$ cat src/rtl/rgb_seq_pkg.sv
// Shared types and constants for the RGB PWM fade sequencer.
package rgb_seq_pkg;

  localparam int unsigned LEVEL_W = 8;

  // Colour indices follow the cmd_mask bit order {r,g,b}
  localparam int unsigned CLR_R = 2;
  localparam int unsigned CLR_G = 1;
  localparam int unsigned CLR_B = 0;

  typedef enum logic [1:0] {
    IDLE      = 2'd0,
    RAMP_UP   = 2'd1,
    HOLD      = 2'd2,
    RAMP_DOWN = 2'd3
  } seq_state_e;

endpackage

$ cat src/rtl/rgb_pwm_gen.sv
// Free-running 8-bit PWM counter, optional gamma mapping and registered comparators.
// Gamma mapping is enabled by defining RGB_PWM_GAMMA_EN.
module rgb_pwm_gen
  import rgb_seq_pkg::*;
(
  input  logic               clk,
  input  logic               rst_n,
  input  logic [LEVEL_W-1:0] level_i,
  input  logic [2:0]         mask_i,
  output logic               pwm_r_o,
  output logic               pwm_g_o,
  output logic               pwm_b_o
);

  logic [LEVEL_W-1:0] pwm_cnt_q;
  logic [LEVEL_W-1:0] level_eff_c;

`ifdef RGB_PWM_GAMMA_EN
  logic [2*LEVEL_W-1:0] sq_c;
  // Square law keeps low levels perceptually dim
  assign sq_c        = {{LEVEL_W{1'b0}}, level_i} * {{LEVEL_W{1'b0}}, level_i};
  assign level_eff_c = LEVEL_W'(sq_c >> LEVEL_W);
`else
  assign level_eff_c = level_i;
`endif

  always_ff @(posedge clk) begin
    if (!rst_n) begin
      pwm_cnt_q <= '0;
      pwm_r_o   <= 1'b0;
      pwm_g_o   <= 1'b0;
      pwm_b_o   <= 1'b0;
    end else begin
      pwm_cnt_q <= pwm_cnt_q + LEVEL_W'(1);
      pwm_r_o   <= mask_i[CLR_R] && (pwm_cnt_q < level_eff_c);
      pwm_g_o   <= mask_i[CLR_G] && (pwm_cnt_q < level_eff_c);
      pwm_b_o   <= mask_i[CLR_B] && (pwm_cnt_q < level_eff_c);
    end
  end

endmodule

$ cat src/rtl/rgb_pwm_sequencer.sv
// Fade-command sequencer: ramp up to peak, hold, ramp down; drives SB_RGBA_DRV PWM inputs.
// Optional gamma mapping in rgb_pwm_gen via RGB_PWM_GAMMA_EN.
module rgb_pwm_sequencer
  import rgb_seq_pkg::*;
#(
  parameter int unsigned STEP_DIV   = 11719,
  parameter int unsigned HOLD_STEPS = 256
) (
  input  logic               int_osc,
  input  logic               rst_n,
  input  logic               cmd_valid,
  output logic               cmd_ready,
  input  logic [2:0]         cmd_mask,
  input  logic [LEVEL_W-1:0] cmd_peak,
  input  logic               abort,
  output logic               pwm_r,
  output logic               pwm_g,
  output logic               pwm_b,
  output logic               busy,
  output logic               done
);

  localparam int unsigned PRE_W  = (STEP_DIV > 1) ? $clog2(STEP_DIV) : 1;
  localparam int unsigned HOLD_W = $clog2(HOLD_STEPS + 1);

  seq_state_e         state_q, state_d;
  logic [LEVEL_W-1:0] level_q, level_d;
  logic [LEVEL_W-1:0] peak_q, peak_d;
  logic [2:0]         mask_q, mask_d;
  logic [PRE_W-1:0]   presc_q, presc_d;
  logic [HOLD_W-1:0]  hold_q, hold_d;
  logic               done_q, done_d;
  logic               zpend_q, zpend_d;
  logic               ready_q, busy_q;
  logic               step_c;

  assign step_c = (presc_q == PRE_W'(STEP_DIV - 1));

  always_ff @(posedge int_osc) begin
    if (!rst_n) begin
      state_q <= IDLE;
      level_q <= '0;
      peak_q  <= '0;
      mask_q  <= '0;
      presc_q <= '0;
      hold_q  <= '0;
      done_q  <= 1'b0;
      zpend_q <= 1'b0;
      ready_q <= 1'b0;
      busy_q  <= 1'b0;
    end else begin
      state_q <= state_d;
      level_q <= level_d;
      peak_q  <= peak_d;
      mask_q  <= mask_d;
      presc_q <= presc_d;
      hold_q  <= hold_d;
      done_q  <= done_d;
      zpend_q <= zpend_d;
      ready_q <= (state_d == IDLE);
      busy_q  <= (state_d != IDLE);
    end
  end

  // Next-state and datapath; abort wins over a coincident step
  always_comb begin
    state_d = state_q;
    level_d = level_q;
    peak_d  = peak_q;
    mask_d  = mask_q;
    hold_d  = hold_q;
    presc_d = step_c ? '0 : presc_q + PRE_W'(1);
    zpend_d = 1'b0;
    done_d  = zpend_q;
    case (state_q)
      IDLE: begin
        if (cmd_valid && ready_q) begin
          mask_d  = cmd_mask;
          peak_d  = cmd_peak;
          level_d = '0;
          presc_d = '0;
          if (cmd_peak == '0) zpend_d = 1'b1;
          else                state_d = RAMP_UP;
        end
      end
      RAMP_UP: begin
        if (abort) begin
          state_d = RAMP_DOWN;
        end else if (step_c) begin
          level_d = level_q + LEVEL_W'(1);
          if (level_q + LEVEL_W'(1) == peak_q) begin
            state_d = HOLD;
            hold_d  = '0;
          end
        end
      end
      HOLD: begin
        if (abort) begin
          state_d = RAMP_DOWN;
        end else if (step_c) begin
          hold_d = hold_q + HOLD_W'(1);
          if (hold_d == HOLD_W'(HOLD_STEPS)) state_d = RAMP_DOWN;
        end
      end
      RAMP_DOWN: begin
        if (step_c) begin
          if (level_q <= LEVEL_W'(1)) begin
            level_d = '0;
            state_d = IDLE;
            done_d  = 1'b1;
          end else begin
            level_d = level_q - LEVEL_W'(1);
          end
        end
      end
      default: state_d = IDLE;
    endcase
  end

  assign cmd_ready = ready_q;
  assign busy      = busy_q;
  assign done      = done_q;

  rgb_pwm_gen u_pwm_gen (
    .clk     (int_osc),
    .rst_n   (rst_n),
    .level_i (level_q),
    .mask_i  (mask_q),
    .pwm_r_o (pwm_r),
    .pwm_g_o (pwm_g),
    .pwm_b_o (pwm_b)
  );

endmodule

$ cat config.mk
export PLATFORM = sky130hd
export DESIGN_NAME = rgb_pwm_sequencer
export DESIGN_NICKNAME = d
export VERILOG_FILES = /design/src/rtl/rgb_seq_pkg.sv /design/src/rtl/rgb_pwm_gen.sv /design/src/rtl/rgb_pwm_sequencer.sv
export SDC_FILE = /design/constraint.sdc
export NUM_CORES = 1
export LEC_CHECK = 0
export CAP_MARGIN = 30
export CORE_ASPECT_RATIO = 1.1
export CORE_MARGIN = 2
export CORE_UTILIZATION = 40
export CTS_BUF_LIST = sky130_fd_sc_hd__clkbuf_4 sky130_fd_sc_hd__clkbuf_8
export CTS_CLUSTER_DIAMETER = 60
export DETAILED_ROUTE_END_ITERATION = 6
export GPL_ROUTABILITY_DRIVEN = 0
export PLACE_DENSITY = 0.68
export SETUP_SLACK_MARGIN = 0.4
export SLEW_MARGIN = 30
export SYNTH_ARGS = -nofsm -noshare
export SYNTH_HDL_FRONTEND = slang
export SYNTH_SLANG_ARGS = --single-unit
$ cat constraint.sdc
create_clock -name int_osc -period 2.3 [get_ports int_osc]
set_clock_uncertainty 0.15 [all_clocks]
set_input_delay 0.575 -clock int_osc [delete_from_list [all_inputs] [get_ports int_osc]]
set_output_delay 0.575 -clock int_osc [all_outputs]
set_load 0.1 [all_outputs]
==> results_dict.tcl, run 1 <==
set metrics [dict create \
    finish.utilization_pct 58.18 \
    synth_cells 408 \
    crit_fanout 3 \
    layout-drive-gt1-share_pct 30.00 \
    cp.required_ns 2.37 \
    yosys_register_bits 59 \
    synth-edff-count 0 \
    start_util_pct 41.37 \
    grt_max_degree 18 \
    n_antenna_cell 0 \
    max_slew_margin_pct 73.32 \
    synth_common_cells "dfxtp_1, nand2_1, nor2_1" \
    p_total_uw 3247 \
    period_share_pct 97.54 \
    synthArstFlopShare_pct 0 \
    timing.hold.worst.class "reg2reg" \
    tightest_slew_ns 0.3996 \
    r2r_setup_slack_ns 0.06 \
    numClockSinks 59 \
    wl_per_cell_um 15.14 \
    die_w_um 90.25 \
    dr.pass1.iters 6 \
    cp.arrival_ns 2.31 \
    num_vias 3337 \
    synth_fp_nets 437 \
    synth_most_common_cell "dfxtp_1" \
    avgSynthCellArea_sq_um 8.022 \
    grt_pass1_vias 3185 \
    drcViolationCount 0 \
    rows 34 \
    timing.reg2reg.worst_path_depth 7 \
    numCtsBuffers 9 \
    die_h_um 98.88 \
    io_buffers 20 \
    cts_tree "yes" \
    routed_via_density 5.580 \
    wirelength_mm 9.056 \
    grt_overflow 0 \
    ios 21 \
    fin_crit_ns 2.243 \
    reg2reg_from "level_q[2]$_SDFFE_PN0P_" \
    slew_viol_final 0 \
    synth_seq_area_share_pct 36.09 \
    preCtsSetupSlack_ns -0.3908 \
    fmax_ghz 0.4457 \
    holdPathEnd "mask_q[1]$_SDFFE_PN0P_" \
    power_leakage_uw 0.001737 \
    core_sq_um 7913 \
    grt_usage_pct 20.37 \
    clockRootBuffer "clkbuf_8" \
    synth_flop_cell "dfxtp_1" \
    synth_top_cells_by_area "dfxtp_1, nand2_1, ha_1" \
    grt_pass1_wl_mm 14.75 \
    synth_area_leader_cell "dfxtp_1" \
    clockBufferDepth 2 \
    synth_area_sq_um 3273 \
    maxCapViolCount 0 \
    worst_slack_ns 0.05651 \
    powerDensity_nw_per_um2 705.5 \
    die_area_sq_um 8923 \
    status "complete, no violations" \
    yosys_warnings 0 \
    critical_path_class "in2reg" \
    synth.top_cell.area_share_pct 36.09 \
    area.growth.synth_to_final_pct 40.63 \
    peakVddDrop_uv 317.9 \
    hp-start "mask_q[1]$_SDFFE_PN0P_" \
    rsz0062_at_grt "true" \
    hold_viol_final 0 \
    end_kind "register" \
    setup_tns_ns 0 \
    ctsHoldBuffers 0 \
    cts_max_level 3 \
    yosysUniqueCellTypes 55 \
    setup_viol 0 \
    drt_iter0_markers 194 \
    clock_latency_ns 0.33 \
    nNetsFinal 514 \
    r2r-end "busy$_SDFF_PN0_" \
    dp_hpwl_mm 6.031 \
    start_kind "primary input" \
    clkTransAtPathRegs_ns 0.07 \
    antenna_found_initial 0 \
    hold_path_depth 2 \
    postRouteAntennaNets 0 \
]
-- worst max-delay path: stages --
cell,delay [ns]
clkdlybuf4s50_1,0.43
nor4_2,0.23
buf_4,0.16
a21oi_2,0.07
a211o_1,0.28
a211o_1,0.27
o31a_1,0.30
-- cell families after synthesis --
| kind of cell | share of synthesized area [%] |
|---|---|
| simple gates | 28.82 |
| compound gates | 17.70 |
| flops | 36.09 |
| buf+inv | 4.128 |
| xor+xnor | 7.913 |
| fa+ha+maj | 5.352 |
-- registers in the layout, indices dropped and copies added (netlist names), 2 cells and up --
name	count
hold_q	9
level_q	8
mask_q	3
peak_q	8
presc_q	14
state_q	2
u_pwm_gen.pwm_cnt_q	8
-- what timing repair did --
action	4_1_cts	5_1_grt
buffers inserted	17	7
gates resized for setup	56	25
pin swaps	18	13
setup endpoints to repair	24	27
cloned	1	0
-- how the worst max path moves through the flow --
stage / startpoint / depth (start not counted) / end
floorplan: level_q[2]$_SDFFE_PN0P_ / 7 / busy$_SDFF_PN0_
global placement: cmd_peak[7] / 7 / busy$_SDFF_PN0_
detailed placement: cmd_peak[7] / 7 / busy$_SDFF_PN0_
CTS: level_q[5]$_SDFFE_PN0P_ / 7 / busy$_SDFF_PN0_
global route: level_q[4]$_SDFFE_PN0P_ / 8 / hold_q[7]$_SDFFE_PN0P_
finish: cmd_peak[1] / 7 / busy$_SDFF_PN0_
-- through the flow --
step	cell area [sq um]	hold slack, ns	instances
detailed placement	3902	0.2982	557
floorplan	3381	0.2630	408
global placement	3902	0.2876	557
finish	4603	0.3092	598
global route	4603	0.3424	598
CTS	4452	0.3090	591
-- layout make-up --
cell class                      count  area [sq um]
Inverter                           12         45.04
Clock inverter                      5         77.57
Tap cell                          108         135.1
Sequential cell                    59          1214
Clock buffer                       11         138.9
Fill cell                         710          3309
Timing Repair Buffer               86         749.5
Multi-Input combinational cell    317          2243
-- placed cells by master (no fill, tap or decap), drive strengths merged, types with 4 or more instances in the layout --
master and n:
a211oi 4, a21oi 22, a22oi 5, and2 4
and3 12, buf 72, clkbuf 11, clkdlybuf4s50 10
dfxtp 59, ha 14, inv 12, nand2 50
nand2b 7, nand3 19, nand4 11, nor2 38
nor3 14, nor4 6, o21ai 19, o22ai 6
or3 11, xnor2 13, xor2 14
-- where the power goes --
part / total (uW) / internal (uW) / switching (uW)
clock: 1040 / 631 / 413
sequential: 1190 / 1100 / 88.1
combinational: 1020 / 437 / 579
-- layer usage --
metal | part of all wire [%] | up-vias | track usage (%) | routed length [um]
met5 | 0 | - | 0 | 0
met4 | 2.0 | 0 | 8.757 | 177
li1 | - | 1621 | - | -
met3 | 4.3 | 21 | 3.440 | 387
met2 | 50 | 106 | 36.09 | 4532
met1 | 44 | 1589 | 24.38 | 3959
No activity file was read; power rests on OpenSTA's default activity.
==> inputs of run 2 (changes only) <==
Settings changed: SKIP_LAST_GASP from default to 1.
==> results of run 2 <==
Same layout as run 1: the final DEF is identical, and so are final timing and power.
